--- src/rtl/uc_pkg.sv ---
// uc_pkg: shared states, opcode fields, selector codes and instruction classifier
package uc_pkg;
  typedef enum logic [2:0] {IDLE, FETCH, DECODE, EXEC, MEM, WB, HALT} state_t;
  typedef enum logic [2:0] {K_ADD, K_SUB, K_ADDI, K_LD, K_SD, K_BEQ, K_EBRK, K_ILL} kind_t;
  localparam logic [6:0] OPC_R = 7'b0110011;
  localparam logic [6:0] OPC_I = 7'b0010011;
  localparam logic [6:0] OPC_LD = 7'b0000011;
  localparam logic [6:0] OPC_ST = 7'b0100011;
  localparam logic [6:0] OPC_BR = 7'b1100011;
  localparam logic [2:0] F3_ADD = 3'b000;
  localparam logic [2:0] F3_D = 3'b011;
  localparam logic [2:0] F3_BEQ = 3'b000;
  localparam logic [6:0] F7_ADD = 7'b0000000;
  localparam logic [6:0] F7_SUB = 7'b0100000;
  localparam logic [1:0] SEL_B = 2'd0;
  localparam logic [1:0] SEL_A = 2'd1;
  localparam logic [1:0] SEL_C = 2'd2;
  localparam logic [31:0] EBREAK = 32'h0010_0073;

  // Map a raw instruction word onto the small set of operations the unit executes
  function automatic kind_t classify(input logic [31:0] w);
    logic [6:0] op;
    logic [2:0] f3;
    logic [6:0] f7;
    op = w[6:0];
    f3 = w[14:12];
    f7 = w[31:25];
    return (w == EBREAK) ? K_EBRK :
           (op == OPC_R && f3 == F3_ADD && f7 == F7_ADD) ? K_ADD :
           (op == OPC_R && f3 == F3_ADD && f7 == F7_SUB) ? K_SUB :
           (op == OPC_I && f3 == F3_ADD) ? K_ADDI :
           (op == OPC_LD && f3 == F3_D) ? K_LD :
           (op == OPC_ST && f3 == F3_D) ? K_SD :
           (op == OPC_BR && f3 == F3_BEQ) ? K_BEQ : K_ILL;
  endfunction
endpackage

--- src/rtl/uc_multiciclo_gerador_imediato.sv ---
// gerador_imediato: sign-extended I/S/B immediates from the instruction register fields
module gerador_imediato #(
  parameter int XLEN = 64
) (
  input  logic [11:0]     i_hi,
  input  logic [4:0]      i_lo,
  output logic [XLEN-1:0] o_imm_i,
  output logic [XLEN-1:0] o_imm_s,
  output logic [XLEN-1:0] o_imm_b
);
  // i_hi carries instruction bits 31:20, i_lo carries bits 11:7
  assign o_imm_i = {{(XLEN-12){i_hi[11]}}, i_hi};
  assign o_imm_s = {{(XLEN-12){i_hi[11]}}, i_hi[11:5], i_lo};
  assign o_imm_b = {{(XLEN-13){i_hi[11]}}, i_hi[11], i_lo[0], i_hi[10:5], i_lo[4:1], 1'b0};
endmodule

--- src/rtl/uc_multiciclo.sv ---
// uc_multiciclo: multicycle control unit for a minimal RV64 subset
module uc_multiciclo
  import uc_pkg::*;
#(
  parameter int XLEN    = 64,
  parameter int PC_W    = 7,
  parameter int X0_ZERO = 1
) (
  input  logic            clk,
  input  logic            rst_n,
  input  logic            start,
  input  logic [31:0]     instr,
  input  logic            zero,
  output logic [PC_W-1:0] endr,
  output logic [4:0]      Ra,
  output logic [4:0]      Rb,
  output logic [4:0]      Rw,
  output logic            WeR,
  output logic            WeM,
  output logic            soma_ou_subtrai,
  output logic            subtraindo,
  output logic [1:0]      escolhe_entrada1,
  output logic [1:0]      escolhe_entrada2,
  output logic [XLEN-1:0] constante,
  output logic            sel_dinR,
  output logic            busy,
  output logic            halted,
  output logic            illegal
);
  localparam logic [PC_W-1:0] PC_ONE = 1;
  state_t r_state, w_next;
  logic [PC_W-1:0] r_pc, w_pc, w_pc_inc, w_boff;
  logic [31:0] r_ir, w_ir;
  logic r_halted, r_illegal, w_halted, w_illegal;
  logic [XLEN-1:0] w_imm_i, w_imm_s, w_imm_b;
  kind_t w_kind_in, w_kind_ir;
  logic w_stop, w_ldst, w_beq;

  gerador_imediato #(.XLEN(XLEN)) u_imm (
    .i_hi   (r_ir[31:20]),
    .i_lo   (r_ir[11:7]),
    .o_imm_i(w_imm_i),
    .o_imm_s(w_imm_s),
    .o_imm_b(w_imm_b)
  );

  assign w_kind_in = classify(instr);
  assign w_kind_ir = classify(r_ir);
  assign w_stop = (w_kind_in == K_EBRK) || (w_kind_in == K_ILL);
  assign w_ldst = (w_kind_ir == K_LD) || (w_kind_ir == K_SD);
  assign w_beq = (w_kind_ir == K_BEQ);
  assign w_pc_inc = r_pc + PC_ONE;
  // Branch offset is a byte offset; the PC counts instruction words, so drop two bits
  assign w_boff = w_imm_b[PC_W+1:2];
  assign endr = r_pc;
  assign Ra = r_ir[19:15];
  assign Rb = r_ir[24:20];
  assign Rw = r_ir[11:7];
  assign constante = (r_ir[6:0] == OPC_ST) ? w_imm_s : (r_ir[6:0] == OPC_BR) ? w_imm_b : w_imm_i;
  assign busy = (r_state != IDLE) && (r_state != HALT);
  assign halted = r_halted;
  assign illegal = r_illegal;

  // State, PC, IR and status registers; reset drops everything mid-instruction
  always_ff @(posedge clk or negedge rst_n) begin
    if (!rst_n) begin
      r_state <= IDLE;
      r_pc <= '0;
      r_ir <= '0;
      r_halted <= 1'b0;
      r_illegal <= 1'b0;
    end else begin
      r_state <= w_next;
      r_pc <= w_pc;
      r_ir <= w_ir;
      r_halted <= w_halted;
      r_illegal <= w_illegal;
    end
  end

  // Next-state, PC update and per-state control outputs
  always_comb begin
    w_next = r_state;
    w_pc = r_pc;
    w_ir = r_ir;
    w_halted = r_halted;
    w_illegal = r_illegal;
    WeR = 1'b0;
    WeM = 1'b0;
    soma_ou_subtrai = 1'b0;
    subtraindo = 1'b0;
    escolhe_entrada1 = SEL_B;
    escolhe_entrada2 = SEL_B;
    sel_dinR = 1'b0;
    case (r_state)
      IDLE: begin
        w_pc = '0;
        w_next = start ? FETCH : IDLE;
      end
      FETCH: w_next = DECODE;
      DECODE: begin
        w_ir = instr;
        w_halted = w_stop;
        w_illegal = (w_kind_in == K_ILL);
        w_next = w_stop ? HALT : EXEC;
      end
      EXEC: begin
        escolhe_entrada1 = SEL_A;
        escolhe_entrada2 = (w_kind_ir == K_ADD || w_kind_ir == K_SUB || w_beq) ? SEL_B : SEL_C;
        soma_ou_subtrai = 1'b1;
        subtraindo = (w_kind_ir == K_SUB) || w_beq;
        w_next = w_ldst ? MEM : w_beq ? FETCH : WB;
        w_pc = w_beq ? (zero ? r_pc + w_boff : w_pc_inc) : r_pc;
      end
      MEM: begin
        escolhe_entrada1 = SEL_A;
        escolhe_entrada2 = SEL_C;
        soma_ou_subtrai = 1'b1;
        WeM = (w_kind_ir == K_SD);
        w_next = (w_kind_ir == K_SD) ? FETCH : WB;
        w_pc = (w_kind_ir == K_SD) ? w_pc_inc : r_pc;
      end
      WB: begin
        WeR = !(X0_ZERO != 0 && Rw == 5'd0);
        sel_dinR = (w_kind_ir == K_LD);
        w_next = FETCH;
        w_pc = w_pc_inc;
      end
      HALT: begin
        w_next = start ? FETCH : HALT;
        w_pc = start ? '0 : r_pc;
        w_halted = start ? 1'b0 : r_halted;
        w_illegal = start ? 1'b0 : r_illegal;
      end
      default: w_next = IDLE;
    endcase
  end
endmodule
--- config.mk ---
export PLATFORM = sky130hd
export DESIGN_NAME = uc_multiciclo
export DESIGN_NICKNAME = d
export VERILOG_FILES = /design/src/rtl/uc_pkg.sv /design/src/rtl/uc_multiciclo_gerador_imediato.sv /design/src/rtl/uc_multiciclo.sv
export SDC_FILE = /design/constraint.sdc
export NUM_CORES = 1
export LEC_CHECK = 0
export BUFFER_PORTS_ARGS = -buffer_cell sky130_fd_sc_hd__buf_4
export CAP_MARGIN = 25
export CORE_MARGIN = 3
export CORE_UTILIZATION = 50
export CTS_BUF_LIST = sky130_fd_sc_hd__clkbuf_4 sky130_fd_sc_hd__clkbuf_8
export CTS_CLUSTER_DIAMETER = 50
export DETAILED_ROUTE_END_ITERATION = 6
export PLACE_DENSITY_LB_ADDON = 0.15
export SETUP_SLACK_MARGIN = 0.2
export SYNTH_ARGS = -nofsm -noshare
export SYNTH_HDL_FRONTEND = slang
export SYNTH_SLANG_ARGS = --single-unit
export TNS_END_PERCENT = 20
--- constraint.sdc ---
create_clock -name clk -period 4.9 [get_ports clk]
set_input_delay 0.245 -clock clk [delete_from_list [all_inputs] [get_ports clk]]
set_output_delay 0.245 -clock clk [all_outputs]
set_load 0.05 [all_outputs]
; ---- Yosys cells after proc, flatten, opt, wreduce, memory -nomap -nowiden
; Index checks and enable logic that the tools add are counted.
[totals]
ff_bits = 44
inputBits = 36
out_inout_bits = 98
word_cells = 112
[classes]
addsub = 2
eq_ne = 32
muxes = 39
n_reduce_logical = 34
[ops]
columns = op, n
row1 = == test 32 x 21 -> 1 bit (second input constant), 2
row2 = two-way mux 3 bit, 15
row3 = == test 7 x 6 -> 1 bit (second input constant), 6
row4 = case mux 7 bit (5 select lines), 1
row5 = two-way mux 7 bit, 4
row6 = two-way mux 12 bit, 2
row7 = == test 3 bit (second input constant), 7
row8 = case mux 3 bit (7 select lines), 1
row9 = == test 3 x 2 -> 1 bit (second input constant), 5
row10 = logical AND 1 bit, 15
row11 = == test 7 x 2 -> 1 bit (second input constant), 2
row12 = == test 7 x 5 -> 1 bit (second input constant), 2
row13 = == test 7 bit (second input constant), 2
row14 = zero test 7 bit, 2
row15 = zero test 3 bit, 4
row16 = two-way mux 2 bit, 5
row17 = two-way mux 1 bit, 8
row18 = adder 7 x 1 -> 7 bit (second input constant), 1
row19 = adder 7 bit, 1
row20 = == test 3 x 1 -> 1 bit (second input constant), 2
row21 = inequality test 2 bit (second input constant), 3
row22 = zero test 5 bit, 1
row23 = logical OR 1 bit, 5
row24 = nonzero test 5 bit, 1
row25 = other kinds (9), 10

; ---- Logic depth before layout (Yosys ltp)
[logic_depth]
ltp_word = 14
ltp_mapped = 8
ltp_nobuf = 8

; ---- Hierarchy
; From an unflattened synthesis, not the netlist that was laid out.
[unflattened]
hier_cells = 661
area_unflattened_um2 = 5431.5
[modules_own_cells]
columns = mod, n_inst, cells_each, area_per_inst_um2, seq_area_each_um2
row1 = uc_multiciclo, 1, 468, 3986.3, 1101.1
row2 = gerador_imediato, 1, 193, 1445.1, 0.0

; ---- Worst setup path before layout
; OpenSTA, ideal clock, no wires.
[synth_path]
path_kind = reg2out
startpoint = register r_ir[31]
endpoint = output port subtraindo
arrival_time_ns = 2.619
t_required_ns = 4.655
path_slack_ns = 2.036
path_stages_with_launch = 6
n_path_buf = 0
cell_sequence = dfrtp_1 -> nor2_1 -> nand3_1 -> nor4_1 -> a21oi_1 -> a211oi_1
[synth_between]
elab_chain_cells = 8
elab_cells_between_ends = 12
classes_between = eq/ne: 4 / mux: 4 / reduce/logical: 4
[synth_lines]
columns = element, line
row1 = from (decl), uc_multiciclo.sv:33  ; logic [31:0] r_ir, w_ir;
row2 = from (signal assigned), uc_multiciclo.sv:75  ; r_ir <= w_ir;
row3 = == test 7 x 6 -> 1 bit, uc_pkg.sv:30  ; (op == OPC_R && f3 == F3_ADD && f7 == F7_SUB) ? K_SUB :
row4 = logical AND 1 bit, uc_pkg.sv:30
row5 = two-way mux 3 bit, uc_pkg.sv:30
row6 = two-way mux 3 bit, uc_pkg.sv:29  ; (op == OPC_R && f3 == F3_ADD && f7 == F7_ADD) ? K_ADD :
row7 = two-way mux 3 bit (*), uc_pkg.sv:28  ; return (w == EBREAK) ? K_EBRK :
row8 = == test 3 x 1 -> 1 bit / == test 3 bit (equally long branches), "uc_multiciclo.sv:111, uc_multiciclo.sv:51"
row9 = logical OR 1 bit (*), uc_multiciclo.sv:111  ; subtraindo = (w_kind_ir == K_SUB) || w_beq;
row10 = two-way mux 1 bit (*), uc_multiciclo.sv:95  ; case (r_state)
row11 = to (decl), uc_multiciclo.sv:21  ; output logic subtraindo,
; Every way passes the cells marked *; elsewhere a longest branch is shown, timed or not.

; ---- Worst setup path in the final report
[layout_path]
startpoint = register r_ir[26]
endpoint = output port subtraindo
; The elaborated chain is that of the path after synthesis.

==> results.md <==
* Share of synthesized area occupied by flip-flops and latches at 35.31%
* Core Area at 5991 µm²
* Placed Cells incl. Taps at 442
* # resized after CTS at 0
* Worst clock skew at 0.003927 ns
* IO Count at 134
* Vias at about 2400
* Largest net degree at the start of global routing at between 50 and 60
* FF+latch count, synth at 44
* CP max FO at 4
* Hold wc startpoint: instr[20]
* Mapped Area at 3118 µm²
* Vias per inst at 5.330
* Fin nets at 420
* Clock sinks at 44
* Reg2reg start: r_ir[2]
* Slew Limit Fails at 0
* CTS Buf Count at 5
* Unrepaired setup endpoints after global routing: false
* Hold worst-path end: r_ir[20]
* Setup-failing EPs final at 0
* Largest cells by area after synthesis: dfrtp_1 35%, buf_4 18%, mux2_2 13%, ha_1 2.8%, o21ai_0 2.2%
* FP Rows at 28
* Fraction of layout cells with a size suffix above 1 at 49.34%
* Max Cap Viol at 0
* Synth Instances at about 320
* 1st-pass router iterations at 4
* Register area at roughly 1100 µm²
* R2R depth at 5
* Clock transition at path regs at 0.09 ns
* Syn avg cell area at 9.898 µm²
* Die width at approximately 85 µm
* Warning count from the yosys run at 0
* Worst path required time at 4.66 ns
* Yosys cell types at 49
* Synth area leader: dfrtp_1
* Die height at 84.97 µm
* Worst Tran Pin Value at 0.7184 ns
* Final TNS setup at 0 ns
* Final GP Congestion at 0.8671
* Fill cells at 544
* Max incr delay on CP at 0.59 ns
* Gr usage total at approximately a fifth
* Status: complete, no violations
* Slowest CP cell: or4_1
* CP Class: register to output pin
* DRT antenna net count at 0
* CTS tree: built
* Worst Path Arrival at 2.38 ns
* Slew headroom at 52.11%
* Hold path cells at 2
* Final hold viol count at 0
* FF-to-FF End: endr[2]
* Drt drc at 0
* Routed WL at 7.196 mm
* Min Clock Period, post-route at 2.625 ns
* Startpoint Class: register
* Diode count at 0
* Layout area overhead at 20.02%
* 1st-iter DRT viols at 87
* EDFF count, synth at 0
* CTS H-tree depth at 2
* Cell family with most CP delay: simple AND/OR/NAND/NOR gates
* Buf/Inv on CP at 1
* Clk buf depth at 2
* Multi-input gate area at roughly 1400 µm²
* Post-synth ARST share at 100.0%
* Initial antenna violation count at 0
* Die ar. at 7220 µm²
* Post-Layout Cell Count at roughly 450
* Fmax achieved at 381.0 MHz
* Clock Latency Late Sink at 0.30 ns
* Share of the synthesized area in the top cell type at 35.31%
* Routed length per instance at 15.92 µm
* IO buf count at 131
* GR Overflow Total at 0
* Clock root buffer: clkbuf_8
* FF-to-FF setup slack at ~2.4 ns
* Fin crit share at between 50% and 60%
* DPL Wire Length at around 5.5 mm
* Vias in the first global route at 2263
* Hold Crit Class: input port to register
* Initial Util at 52.05%
* Top_reg_cell synth: dfrtp_1
* Crit end category: output pin
* First-pass GRT wire length at 11.13 mm
* Crit path cell chain: or4_1 > nor4_1 > a21oi_1 > a211oi_1 > buf_4
through the flow:
step / utilization (%) / instance area, µm² / setup slack [ns] / hold slack, ns
2_1_floorplan: - / 3122 / 2.036 / -0.05059
3_3_place_gp: 60.34 / 3615 / 2.519 / 0.2755
3_5_place_dp: 60.34 / 3615 / 2.482 / 0.2727
4_1_cts: 62.13 / 3722 / 2.264 / 0.1766
5_1_grt: 62.47 / 3742 / 2.132 / 0.1694
6_report: 62.47 / 3742 / 2.275 / 0.1809
worst max-delay path by stage:
| stage | startpoint | to | slack [ns] | cells past startpoint |
|---|---|---|---|---|
| CTS | r_ir[26] | subtraindo | 2.26 | 5 |
| finish | r_ir[26] | subtraindo | 2.28 | 5 |
| detailed placement | r_ir[2] | endr[2] | 2.48 | 5 |
| floorplan | r_ir[31] | subtraindo | 2.04 | 5 |
| global placement | r_ir[2] | endr[3] | 2.52 | 5 |
| global route | r_ir[26] | subtraindo | 2.13 | 5 |
placed cells by master (no fill, tap or decap), types with 7 or more instances in the layout:
| cell | instances |
|---|---|
| dfrtp_1 | 44 |
| a21oi_1 | 11 |
| ha_1 | 7 |
| nand2_1 | 14 |
| o21ai_0 | 14 |
| buf_4 | 132 |
| mux2_2 | 37 |
| nor2_1 | 16 |
| nand3_1 | 9 |
| nor3_1 | 7 |
layout make-up:
cell class | count | area share [%]
well taps | 75 | 2.508
clock buffers | 6 | 2.207
clock inverters | 2 | 0.4012
repair buffers | 134 | 27.28
inverters | 3 | 0.3009
multi-input cells | 188 | 37.88
flip-flops and latches | 44 | 29.42
sequential cells by signal, indices dropped and copies added, names as in the netlist:
| register | count |
|---|---|
| endr | 7 |
| illegal | 1 |
| halted | 1 |
| r_ir | 32 |
| r_state | 3 |
Yosys cell counts (3+ instances only):
| master | instances |
|---|---|
| nor2b_1 | 5 |
| nor3_1 | 7 |
| nor4_1 | 5 |
| nand3_1 | 9 |
| o32ai_1 | 3 |
| o21ai_0 | 14 |
| nor3b_1 | 4 |
| buf_4 | 76 |
| xor2_1 | 3 |
| ha_1 | 7 |
| o221ai_1 | 3 |
| dfrtp_1 | 44 |
| a211oi_1 | 4 |
| mux2_2 | 37 |
| inv_1 | 3 |
| nor2_1 | 17 |
| nand2_1 | 14 |
| and3_1 | 4 |
| nand2b_1 | 6 |
| a21oi_1 | 11 |
| a22o_1 | 5 |
what timing repair did:
| action | in CTS | in global routing |
|---|---|---|
| setup buffers | 0 | 0 |
| hold endpoints to repair | 44 | 0 |
| hold buffers | 1 | 0 |
cells by family after synthesis:
group	Yosys count	synth area share, %
multiplexers	38	13.68
XOR/XNOR	4	1.124
AO/OA/AOI/OAI	54	12.32
buffers and inverters	84	19.58
flip-flops	44	35.31
adder cells (fa/ha/maj)	8	3.451
AND/OR/NAND/NOR	82	14.41
other	1	0.1203
metal layers:
metal	GRT usage, %	vias to the layer above	part of all wire (%)
met5	0	-	0
met4	5.899	0	1.3
met3	4.175	9	6.6
met2	31.50	83	49
met1	25.14	1140	43
li1	-	1177	-
Power is left out: the tool's default activity adds up to more than one toggle a clock period on the data nets, which glitch-free logic cannot reach.
